===== config.mk =====
export PLATFORM = sky130hd
export DESIGN_NAME = core_fetch
export DESIGN_NICKNAME = d
export VERILOG_FILES = /design/src/rtl/core_fetch_pkg.sv /design/src/rtl/fetch_skid_buf.sv /design/src/rtl/core_fetch.sv
export SDC_FILE = /design/constraint.sdc
export NUM_CORES = 1
export LEC_CHECK = 0
export CORE_MARGIN = 4
export CORE_UTILIZATION = 36
export CTS_CLUSTER_SIZE = 25
export DETAILED_ROUTE_END_ITERATION = 8
export PLACE_DENSITY = 0.73
export REMOVE_ABC_BUFFERS = 1
export SLEW_MARGIN = 40
export SYNTH_ARGS = -nofsm -noshare
export SYNTH_HDL_FRONTEND = slang
export SYNTH_HIERARCHICAL = 1
export SYNTH_SLANG_ARGS = --single-unit

===== constraint.sdc =====
create_clock -name clk -period 5.88 [get_ports clk]
set_input_delay 1.176 -clock clk [delete_from_list [all_inputs] [get_ports clk]]
set_output_delay 1.176 -clock clk [all_outputs]
set_load 0.005 [all_outputs]

===== src/rtl/core_fetch_pkg.sv =====
// Shared types for the 0dMIPS instruction-fetch stage.
package core_fetch_pkg;

  typedef enum logic [1:0] {
    F_IDLE,
    F_WAIT,
    F_DROP
  } fetch_state_t;

  typedef struct packed {
    logic        valid;
    logic [31:0] instr;
    logic [63:0] pc;
  } IF_regs_t;

  localparam logic [63:0] RESET_PC = '0;
  localparam logic [63:0] PC_STEP  = 64'd4;

  // Saturating 32-bit increment used by the performance counters.
  function automatic logic [31:0] sat_inc(input logic [31:0] value, input logic en);
    return (en && value != '1) ? value + 32'd1 : value;
  endfunction

endpackage


===== src/rtl/fetch_skid_buf.sv =====
// One-entry {instr, pc} buffer absorbing a fetch response while ID is stalled.
// clear has priority over load, load over drain.
module fetch_skid_buf (
  input  logic        clk,
  input  logic        reset,
  input  logic        load,
  input  logic        drain,
  input  logic        clear,
  input  logic [31:0] load_instr,
  input  logic [63:0] load_pc,
  output logic        valid,
  output logic [31:0] instr,
  output logic [63:0] pc
);

  // Capture a parked response; release it on drain or drop it on flush.
  always_ff @(posedge clk) begin
    if (reset) begin
      valid <= 1'b0;
      instr <= '0;
      pc    <= '0;
    end else if (clear) begin
      valid <= 1'b0;
    end else if (load) begin
      valid <= 1'b1;
      instr <= load_instr;
      pc    <= load_pc;
    end else if (drain) begin
      valid <= 1'b0;
    end
  end

endmodule


===== src/rtl/core_fetch.sv =====
// Instruction-fetch stage: owns the fetch PC, issues one outstanding imem
// request at a time and fills the IF/ID register, with a 1-entry skid buffer.
// Optional macro CORE_FETCH_PERF_EN enables saturating performance counters;
// otherwise the counter ports are tied to zero.
module core_fetch
  import core_fetch_pkg::*;
(
  input  logic        clk,
  input  logic        reset,
  input  logic [63:0] next_pc,
  input  logic        flush,
  input  logic        stall,
  output logic [63:0] pc,
  output logic [63:0] pc4,
  output logic        imem_req,
  output logic [63:0] imem_addr,
  input  logic        imem_ready,
  input  logic        imem_rvalid,
  input  logic [31:0] imem_rdata,
  output logic        if_valid,
  output logic [31:0] if_instr,
  output logic [63:0] if_pc,
  output logic [31:0] perf_fetched,
  output logic [31:0] perf_killed,
  output logic [31:0] perf_stall_cyc
);

  fetch_state_t state;
  IF_regs_t     if_regs;

  logic        skid_valid;
  logic [31:0] skid_instr;
  logic [63:0] skid_pc;

  logic resp;
  logic deliver;
  logic to_ifid;
  logic to_skid;
  logic drain;

  assign resp    = (state == F_WAIT) & imem_rvalid;
  assign deliver = resp & ~flush;
  assign to_ifid = deliver & (~if_regs.valid | ~stall);
  assign to_skid = deliver & if_regs.valid & stall;
  // A full skid blocks new requests, so a drain never coincides with a response.
  assign drain   = skid_valid & ~stall & ~flush;

  assign imem_req  = (state == F_IDLE) & ~flush & ~skid_valid;
  assign imem_addr = pc;
  assign pc4       = pc + PC_STEP;

  assign if_valid = if_regs.valid;
  assign if_instr = if_regs.instr;
  assign if_pc    = if_regs.pc;

  fetch_skid_buf u_skid (
    .clk        (clk),
    .reset      (reset),
    .load       (to_skid),
    .drain      (drain),
    .clear      (flush),
    .load_instr (imem_rdata),
    .load_pc    (pc),
    .valid      (skid_valid),
    .instr      (skid_instr),
    .pc         (skid_pc)
  );

  // Request FSM and architectural PC; flush redirects and kills in-flight work.
  always_ff @(posedge clk) begin
    if (reset) begin
      state <= F_IDLE;
      pc    <= RESET_PC;
    end else if (flush) begin
      pc <= next_pc;
      case (state)
        F_WAIT, F_DROP: state <= imem_rvalid ? F_IDLE : F_DROP;
        default:        state <= F_IDLE;
      endcase
    end else begin
      case (state)
        F_IDLE: begin
          if (imem_req && imem_ready) state <= F_WAIT;
        end
        F_WAIT: begin
          if (imem_rvalid) begin
            pc    <= next_pc;
            state <= F_IDLE;
          end
        end
        F_DROP: begin
          if (imem_rvalid) state <= F_IDLE;
        end
        default: state <= F_IDLE;
      endcase
    end
  end

  // IF/ID register: skid contents take precedence, then a fresh response.
  always_ff @(posedge clk) begin
    if (reset) begin
      if_regs <= '0;
    end else if (flush) begin
      if_regs.valid <= 1'b0;
    end else if (drain) begin
      if_regs <= '{valid: 1'b1, instr: skid_instr, pc: skid_pc};
    end else if (to_ifid) begin
      if_regs <= '{valid: 1'b1, instr: imem_rdata, pc: pc};
    end else if (!stall) begin
      if_regs.valid <= 1'b0;
    end
  end

`ifdef CORE_FETCH_PERF_EN
  logic kill;
  assign kill = imem_rvalid & ((state == F_DROP) | ((state == F_WAIT) & flush));

  // Saturating event counters.
  always_ff @(posedge clk) begin
    if (reset) begin
      perf_fetched   <= '0;
      perf_killed    <= '0;
      perf_stall_cyc <= '0;
    end else begin
      perf_fetched   <= sat_inc(perf_fetched, deliver);
      perf_killed    <= sat_inc(perf_killed, kill);
      perf_stall_cyc <= sat_inc(perf_stall_cyc, stall & if_regs.valid);
    end
  end
`else
  assign perf_fetched   = '0;
  assign perf_killed    = '0;
  assign perf_stall_cyc = '0;
`endif

endmodule


== Yosys cells after proc, flatten, opt, wreduce, memory -nomap -nowiden ==
Index checks and enable logic that the tools add are counted.
Storage, ports and cells
  bits in registers: 260
  input port bits: 102
  output and inout port bits: 386
  word-level logic and storage cells: 55
Operators by class
  $add $sub $neg: 1
  eq/ne operators: 5
  muxes and demuxes: 15
  bitwise gates (word level): 14
  reductions and logical operators: 12
Operator list (count)
  two-way mux 64 bit: 3
  two-way mux 97 bit: 1
  two-way mux 96 bit: 1
  adder 64 x 3 -> 64 bit (second input constant): 1
  two-way mux 2 bit: 5
  AND 1 bit: 9
  AND reduction 2 bit: 4
  nonzero test 2 bit: 4
  != test 3 x 1 -> 1 bit (second input constant): 2
  two-way mux 1 bit: 4
  NOT 1 bit: 4
  case mux 2 bit (2 select lines): 1
  OR reduction 2 bit: 2
  != test 3 x 2 -> 1 bit (second input constant): 1
  == test 2 x 1 -> 1 bit (second input constant): 1
  == test 2 bit (second input constant): 1
  zero test 2 bit: 1
  logical AND 1 bit: 1
  bitwise OR 1 bit: 1

== Logic depth before layout (Yosys ltp) ==
  depth after elaboration: 7
  mapped depth: 8
  gate-level depth less buffers: 7

== Cells and area by module ==
The synthesis kept the hierarchy.
By module, submodules not included
  core_fetch: times used 1, cells an instance 1046, area an instance 8655.8 um2, sequential area each 3263.1 um2
  fetch_skid_buf: times used 1, cells an instance 440, area an instance 4386.7 um2, sequential area each 1941.9 um2

== Worst setup path after synthesis ==
No wires, ideal clock.
  path kind: register -> output
  from: register pc[10] (netlist: imem_addr[10])
  to: output pc4[27]
  arrival: 1.806 ns
  data required time: 4.704 ns
  setup slack: 2.898 ns
  stages on the path, launching flop included: 8
  buffers on the path: 2
  cells stage by stage: dfxtp_1 buf_2 and4_4 nand4_4 or3_1 clkbuf_1 nor3_1 xor2_1
Between the ends
  word-level cells in the longest chain between the ends: 1
RTL lines
  start, declared: line core_fetch.sv:13  | output logic [63:0] pc,
  start signal, assigned: line core_fetch.sv:75  | pc <= next_pc;
  start signal, assigned: line core_fetch.sv:87  | pc <= next_pc;
  adder 64 x 3 -> 64 bit: line core_fetch.sv:50  | assign pc4 = pc + PC_STEP;
  end, declared: line core_fetch.sv:14  | output logic [63:0] pc4,
Every way passes these cells.

== Worst setup path in the final report ==
  from: register pc[2] (netlist: imem_addr[2])
  to: output pc4[52]
Same word-level chain as after synthesis.

==> out/metrics.yaml <==
pwr:
  p_per_area_nw_per_um2: 249
  ir_worst_vdd_uv: 212
  power_leakage_nw: 6.07
  total_power_mw: 4.35
grt:
  grt_pass1_wl_mm: 66.9
  grt_max_degree: 160
  antenna_found_initial: 1
  grt_pass1_vias: 11414
  overflow: 0
  grt_usage_pct: 21.1
critical_path:
  worstPathRequired_ns: 4.70
  path_max_fanout: 9
  cp_slowest_stage_delay_ns: 0.62
  end_kind: "output port"
  critPathArrivalTime_ns: 3.73
  path_cells: "ha_1 > nand3_1 > nor3_1 > and4_1 > nand4_1 > xnor2_1 > clkdlybuf4s50_1"
  crit_family: "simple AND/OR/NAND/NOR gates"
  path_buf_inv: 1
  cp_slowest_cell: "and4_1"
  crit_type: "flop to output port"
  crit_path_start_kind: "flop"
floorplan:
  core_um2: 35700
  dieArea_um2: 39300
  fp.dieW_um: 198
  boundaryPins: 488
  num_rows: 69
  die_h_um: 198
  start_util_pct: 36.6
drt:
  via_per_inst: 5.29
  drtIter0Drc: 877
  wl_mm: 44.9
  vias: 11751
  ant_nets: 0
  drc: 2
  wl_per_cell_um: 20.2
  dr.pass1.iters: 9
sta:
  slew_violations: 0
  hold_viol: 0
  fmax_mhz: 204
  layout_worst_path_cycle_share_pct: 83.5
  whs_ns: 0.466
  slew_headroom_pct: 46.7
  fin_skew_ns: 0.0106
  setup-violations-final: 0
  rsz0062_at_grt: "no"
  tightest_slew_ns: 0.793
  worst_slack_ns: 0.970
  fin_crit_ns: 4.91
place:
  placed_area_um2: 16400
  dpl.hpwl_mm: 29.5
  routabilityCongestion: 0.796
  pre_cts_ws_ns: 1.61
  port_buffers: 391
clock_tree:
  numCtsBuffers: 30
  clkLatencyLatePin_ns: 0.56
  post_cts_buffers: 0
  path_clk_slew_ns: 0.06
  ctsHoldBuffers: 0
  cts_sinks: 260
  cts_tree: "done"
  cts_buffer_depth: 3
  cts_root_buffer: "clkbuf_16"
  h-tree-depth: 1
  post_cts_resized: 0
worst_hold_path:
  min_path_type: "flop to flop"
synth:
  syn_area_um2: 13000
  yosysSeqAreaShare_pct: 39.9
  yosysWarningCount: 6
  ys_types: 47
  synth-seq-cells: 260
  syn_avg_cell_area_um2: 8.78
  syn_inst: 1486
cells_and_area:
  fin_util_pct: 49.0
  finalInstanceArea_um2: 17500
  num_antenna_cells: 0
  area_growth_syn_to_layout_pct: 33.9
  fin_nets: 1843
  drive_gt1_share_pct: 5.62
run_status:
  outcome: "complete, but fails checks"
  violations: "DRC"
run:
  maxCapViolations: 0
-- report_power, final --
part           internal, mW  switching, mW  total (mW)
combinational         0.278          0.208       0.486
sequential             1.80         0.0749        1.87
clock                  1.23          0.765        1.99
-- synth_stat cells (all sizes together) --
master,n,share of area (%)
a222oi,64,4.9
and2,2,0.096
dfxtp,260,40
o21a,1,0.058
buf,190,11
nor3,18,0.81
and4,6,0.44
inv,9,0.26
xnor2,33,2.2
conb,1,0.029
or4,1,0.086
and3,6,0.31
clkbuf,94,2.8
nand4,26,1.5
or3,2,0.096
nor4,8,0.59
a21o,1,0.058
a21oi,69,2.6
a211oi,33,1.9
nand4b,1,0.067
clkdlybuf4s15,1,0.086
o21ai,97,3.7
nor3b,2,0.12
ha,3,0.29
xor2,26,1.7
nand3,18,0.73
nor2b,3,0.20
nand2b,99,4.7
mux2i,32,2.5
nor2,123,3.5
nand2,160,4.6
or2,1,0.048
nand4bb,96,8.3
-- layout by cell type, fill, tap and decap left out, types with 3 or more instances in the layout --
master	count
a211oi_1	33
a21oi_1	67
a222oi_1	64
and3_1	4
and4_1	3
buf_12	3
buf_4	15
bufinv_16	4
clkbuf_1	4
clkbuf_16	31
clkbuf_8	8
clkdlybuf4s50_1	389
clkinv_2	6
conb_1	96
dfxtp_1	260
ha_1	3
inv_1	9
mux2i_1	32
nand2_1	160
nand2b_1	98
nand3_1	17
nand4_1	24
nand4bb_1	96
nor2_1	122
nor3_1	13
nor3_2	5
nor4_1	3
nor4_2	4
o21ai_0	55
o21ai_1	42
xnor2_1	33
xor2_1	26
-- cell families (layout without fill, tap and decap cells) --
family	after synthesis	after routing	share of synthesized area [%]
adder cells (fa/ha/maj)	3	3	0.288
other	1	96	0.0288
buffers and inverters	294	475	13.8
XOR/XNOR	59	59	3.96
AO/OA/AOI/OAI	265	265	13.3
AND/OR/NAND/NOR	572	572	26.2
flip-flops	260	260	39.9
multiplexers	32	32	2.46
-- worst register-to-register path: cells and delay by family (launching register included) --
family,cells,cell delay [ns]
AOI/OAI and AO/OA,1,0.25
adders and majority gates,1,0.25
buffers and inverters,3,0.87
DFF,1,0.29
and+or+nand+nor,3,0.85
-- path summary, 6_finish.rpt --
path	slack, ns	cells past startpoint	to	from
max	0.97	7	pc4[52]	imem_addr[2]
min	0.47	2	u_skid/instr[20]	u_skid/instr[20]
max reg2reg	3.22	8	u_skid/pc[44]	state[1]
min reg2reg	0.47	2	u_skid/instr[20]	u_skid/instr[20]
-- per-stage QoR --
stage	TNS (ns)	instances
finish	0	2223
global route	0	2223
CTS	0	2223
detailed placement	0	2167
global placement	0	2165
floorplan	-202.51	1296
-- cell type report --
type | instances | area, um2
clock buffers | 42 | 887
clock inverters | 14 | 184
fillers | 3353 | 18200
inverters | 9 | 33.8
multi-input cells | 1027 | 6460
flip-flops and latches | 260 | 5200
well taps | 461 | 577
repair buffers | 410 | 4120
-- layer usage --
| layer | track usage (%) | wire length [um] | up-vias |
|---|---|---|---|
| li1 | - | - | 5485 |
| met2 | 35.8 | 21800 | 490 |
| met3 | 4.48 | 3370 | 62 |
| met1 | 27.5 | 18700 | 5712 |
| met5 | 0 | 13 | - |
| met4 | 5.33 | 1030 | 2 |
-- flip-flops by register name (all words and copies together), names as in the netlist --
name          cells
u_skid/pc        64
u_skid/valid      1
if_pc            64
if_instr         32
imem_addr        64
u_skid/instr     32
if_valid          1
state             2
Note: power is estimated with default switching activity, not from simulation.
